[src/rtl/mont_enter.sv]
// mont_enter: converts A into the Montgomery domain, M = A*2^WIDTH mod P, by bit-serial modular doubling; MONT_ENTER_IN_REDUCE_EN adds an input reduce step so that A < 2P is accepted
module mont_enter #(
  parameter int WIDTH = 256
) (
  input  logic             clk,
  input  logic             rst_n,
  input  logic             start,
  input  logic [WIDTH-1:0] A,
  input  logic [WIDTH-1:0] P,
  output logic [WIDTH-1:0] M,
  output logic             done,
  output logic             busy
);
  localparam int CW = $clog2(WIDTH) + 1;
  localparam logic [1:0] IDLE   = 2'd0;
`ifdef MONT_ENTER_IN_REDUCE_EN
  localparam logic [1:0] REDUCE = 2'd1;
`endif
  localparam logic [1:0] DOUBLE = 2'd2;
  localparam logic [1:0] FINISH = 2'd3;
  localparam logic [CW-1:0] LAST = CW'(WIDTH - 1);
  logic [1:0]       state;
  logic [WIDTH:0]   x;
  logic [WIDTH:0]   t;
  logic [WIDTH:0]   x_dbl;
  logic [WIDTH:0]   p_w;
  logic [WIDTH-1:0] p_r;
  logic [CW-1:0]    cnt;
`ifdef MONT_ENTER_IN_REDUCE_EN
  logic [WIDTH:0]   x_red;
`endif
  // one modular doubling step; x < p_r keeps 2x < 2p_r so a single subtract suffices
  always_comb begin
    p_w   = {1'b0, p_r};
    t     = x << 1;
    x_dbl = (t >= p_w) ? t - p_w : t;
`ifdef MONT_ENTER_IN_REDUCE_EN
    x_red = (x >= p_w) ? x - p_w : x;
`endif
  end
  // control FSM with accumulator, step counter and registered outputs
  always_ff @(posedge clk or negedge rst_n)
    if (!rst_n) begin
      state <= IDLE;
      x     <= '0;
      p_r   <= '0;
      cnt   <= '0;
      M     <= '0;
      done  <= 1'b0;
      busy  <= 1'b0;
    end else begin
      done <= 1'b0;
      case (state)
        IDLE: if (start) begin
          x    <= {1'b0, A};
          p_r  <= P;
          cnt  <= '0;
          busy <= 1'b1;
`ifdef MONT_ENTER_IN_REDUCE_EN
          state <= REDUCE;
`else
          state <= DOUBLE;
`endif
        end
`ifdef MONT_ENTER_IN_REDUCE_EN
        REDUCE: begin
          x     <= x_red;
          state <= DOUBLE;
        end
`endif
        DOUBLE: begin
          x   <= x_dbl;
          cnt <= cnt + 1'b1;
          if (cnt == LAST) state <= FINISH;
        end
        FINISH: begin
          M     <= x[WIDTH-1:0];
          done  <= 1'b1;
          busy  <= 1'b0;
          state <= IDLE;
        end
        default: state <= IDLE;
      endcase
    end
endmodule
[config.mk]
export PLATFORM = sky130hd
export DESIGN_NAME = mont_enter
export DESIGN_NICKNAME = d
export VERILOG_FILES = /design/src/rtl/mont_enter.sv
export SDC_FILE = /design/constraint.sdc
export NUM_CORES = 2
export LEC_CHECK = 0
export ABC_CLOCK_PERIOD_IN_PS = 11240
export BUFFER_PORTS_ARGS = -buffer_cell sky130_fd_sc_hd__buf_2
export CORE_ASPECT_RATIO = 2
export CORE_MARGIN = 4
export CORE_UTILIZATION = 30
export CTS_CLUSTER_DIAMETER = 60
export DETAILED_ROUTE_END_ITERATION = 6
export PLACE_DENSITY = 0.49
export SYNTH_ARGS = -nofsm -noshare
export SYNTH_HDL_FRONTEND = slang
export SYNTH_SLANG_ARGS = --single-unit
[constraint.sdc]
create_clock -name clk -period 11.24 [get_ports clk]
set_input_delay 0.562 -clock clk [delete_from_list [all_inputs] [get_ports clk]]
set_output_delay 0.562 -clock clk [all_outputs]
set_load 0.02 [all_outputs]
==> flow_metrics.py <==
metrics = {
    "status": {
        "violations": "DRC",
        "outcome": "finished, violations left",
    },
    "clock_tree": {
        "cts-root-buf": "clkbuf_16",
        "clock_latency_ps": 700,
        "postCtsSetupBuffers": 0,
        "clkSinkCount": 781,
        "cts_buffers": 86,
        "clockBufferDepth": 3,
        "holdBufCountCts": 1,
        "htreeDepth": 3,
        "cts_tree": "yes",
        "path_clk_slew_ps": 70,
        "post_cts_resized": 0,
    },
    "timing": {
        "finalHoldViolations": 0,
        "rsz0062_at_grt": "no",
        "fmax_mhz": 148.6,
        "maxSlewViolCount": 0,
        "finalCriticalPeriod_ps": 6730,
        "slew_headroom": 0.06832,
        "tightestPinTransition_ps": 1385,
        "setup_viol": 0,
        "setup_tns_ps": 0,
        "setup_ws_ps": 4510,
        "skew_ps": 27.57,
        "post-route-period-util": 0.5988,
    },
    "synthesis": {
        "syn_nets": 6972,
        "synth_top_flop_cell": "dfrtp_1",
        "yosysUniqueCellTypes": 88,
        "yosysSeqAreaShare": 0.3818,
        "synth_seq_cells": 781,
        "synth_area_leaders": "dfrtp_1, o21ai_0, a21oi_1",
        "synthTopCellsByCount": "dfrtp_1, nand2_1, o21ai_0, a21oi_1, nor2_1",
        "synth_edf_count": 0,
        "async_reset_ff_frac": 1.000,
        "synth_area_um2": 51190,
        "synth_warnings": 0,
        "synth_top_area_share": 0.3818,
        "synth_top_cell_by_area": "dfrtp_1",
        "post-synth-top-count-cell": "dfrtp_1",
        "synth_area_per_cell_um2": 8.259,
        "syn_inst": 6198,
    },
    "grt": {
        "grt_pass1_wl_um": 376400,
        "overflow": 0,
        "grt_pass1_vias": 52750,
        "antenna_found_initial": 44,
        "grt_max_degree": 168,
        "grtUsageTotal": 0.2912,
    },
    "worst_hold_path": {
        "min_path_type": "in2reg",
    },
    "route": {
        "postRouteAntennaNets": 0,
        "routed_via_density": 5.563,
        "vias": 50500,
        "drc": 4,
        "post_drt_wl_per_cell_um": 29.60,
        "drtIter0Drc": 3380,
        "drt-pass1-iter-count": 7,
        "routed_wl_um": 268700,
    },
    "place": {
        "place_ws_ps": 4527,
        "dp.cells": 8914,
        "routabilityCongestion": 1.028,
        "port_buffers": 772,
        "dp_hpwl_um": 217300,
    },
    "setup_path": {
        "path_delay_family": "compound AO/OA/AOI/OAI gates",
        "arrival_ps": 7280,
        "path_buf_inv": 2,
        "worst-path-max-fanout": 131,
        "cp-end-kind": "flip-flop",
        "cp_slowest_cell": "buf_4",
        "critical_path_class": "reg2reg",
        "setup.worst_path.start_class": "flip-flop",
        "cp_slowest_stage_delay_ps": 760,
        "required_ps": 11790,
        "crit_chain": "ha_1 -> a21oi_1 -> a21boi_1 -> nand2_1 -> nor2_1 -> a21boi_2 -> a21oi_2 -> o21ai_1 -> a21oi_1 -> o31a_1 -> o21a_1 -> o31a_1 -> o21ai_2 -> a31oi_4 -> buf_12 -> buf_4 -> nor2_1 -> a211oi_1 -> o21ai_0",
    },
    "final_layout": {
        "fin_cells": 9078,
        "drive_gt1_frac": 0.1883,
        "multiInputGateArea_um2": 28970,
        "seq_area_um2": 19540,
        "postLayoutCoreUtil": 0.3527,
        "fill_cells": 18350,
        "area_growth_pct": 16.96,
        "nets": 7509,
    },
    "floorplan": {
        "die_w_um": 300.1,
        "die-area_um2": 177700,
        "row_count": 214,
        "initial_utilization": 0.3015,
        "io_pins": 773,
        "core-area_um2": 169800,
        "die_h_um": 592.2,
    },
    "power": {
        "p_total_mw": 19.49,
        "peakVddDrop_mv": 0.1252,
        "power_density_nw_per_um2": 325.5,
        "p_leak_nw": 27.30,
    },
    "flow_run": {
        "cap_viol_max_count": 0,
    },
}
## metal layers
layer | wire length [µm] | vias up | track usage
li1 | - | 23190 | -
met1 | 91500 | 24950 | 0.2890
met2 | 145300 | 1744 | 0.5676
met3 | 12370 | 600 | 0.04120
met4 | 19420 | 14 | 0.1742
met5 | 86 | - | 0
## cell type report
type,count,area share
clock inverters,40,0.007962
multi-input cells,4697,0.4839
diodes,13,0.0005434
inverters,344,0.02169
repair buffers,825,0.07243
well taps,2268,0.04740
flip-flops and latches,781,0.3264
clock buffers,110,0.03964
## through the flow
step,hold WS (ps),area [µm²]
4_1_cts,13.16,59840
5_1_grt,44.68,59850
6_report,73.81,59870
3_3_place_gp,456.0,56980
2_1_floorplan,266.4,51190
3_5_place_dp,459.1,56980
## sequential cells by signal, indices dropped and copies added (netlist names)
name,cells
done,1
M,256
x,256
p_r,256
busy,1
cnt,9
state,2
## path summary, 6_finish.rpt
kind,startpoint,endpoint,slack [ps],depth (start not counted)
max,x[15],x[58],4510,19
min,P[198],p_r[198],70,3
max reg2reg,x[15],x[58],4510,19
min reg2reg,cnt[7],cnt[7],480,1
max in group asynchronous,rst_n,p_r[59],8020,5
min in group asynchronous,rst_n,x[230],400,2
## cell usage in the layout, fill, tap and decap left out, types with 87 or more instances in the layout
master	n
nor3_1	95
a21o_1	118
o21bai_1	94
ha_1	258
xor2_1	93
nor2_1	452
buf_2	771
dfrtp_1	781
inv_1	343
xnor2_1	145
o21ai_0	744
nand2_1	747
clkbuf_16	87
nand4_1	147
mux2_2	255
a21oi_1	731
o22ai_1	111
## power breakdown
| group | switching (mW) | total (mW) | leakage [nW] | internal (mW) |
|---|---|---|---|---|
| Clock | 1.36 | 3.00 | 1.40 | 1.63 |
| Combinational | 8.05 | 12.1 | 16.0 | 4.01 |
| Sequential | 0.878 | 4.43 | 9.87 | 3.55 |
| Total | 10.3 | 19.5 | 27.3 | 9.20 |
## cell families (layout without fill, tap and decap cells)
group	Yosys count	after routing	share of synthesized area
AOI/OAI and AO/OA	2231	2231	0.2551
and+or+nand+nor	1697	1697	0.1456
DFF	781	781	0.3818
buffers and inverters	720	1319	0.05392
muxes	272	272	0.05942
adders and majority gates	259	259	0.06345
xor gates and xnor gates	238	238	0.04072
other	0	13	0
## worst min-delay path, stage by stage
cell and delay, ps:
buf_2 70, nand2_1 30, o21ai_0 50
Power figures use the tool's default switching activity.
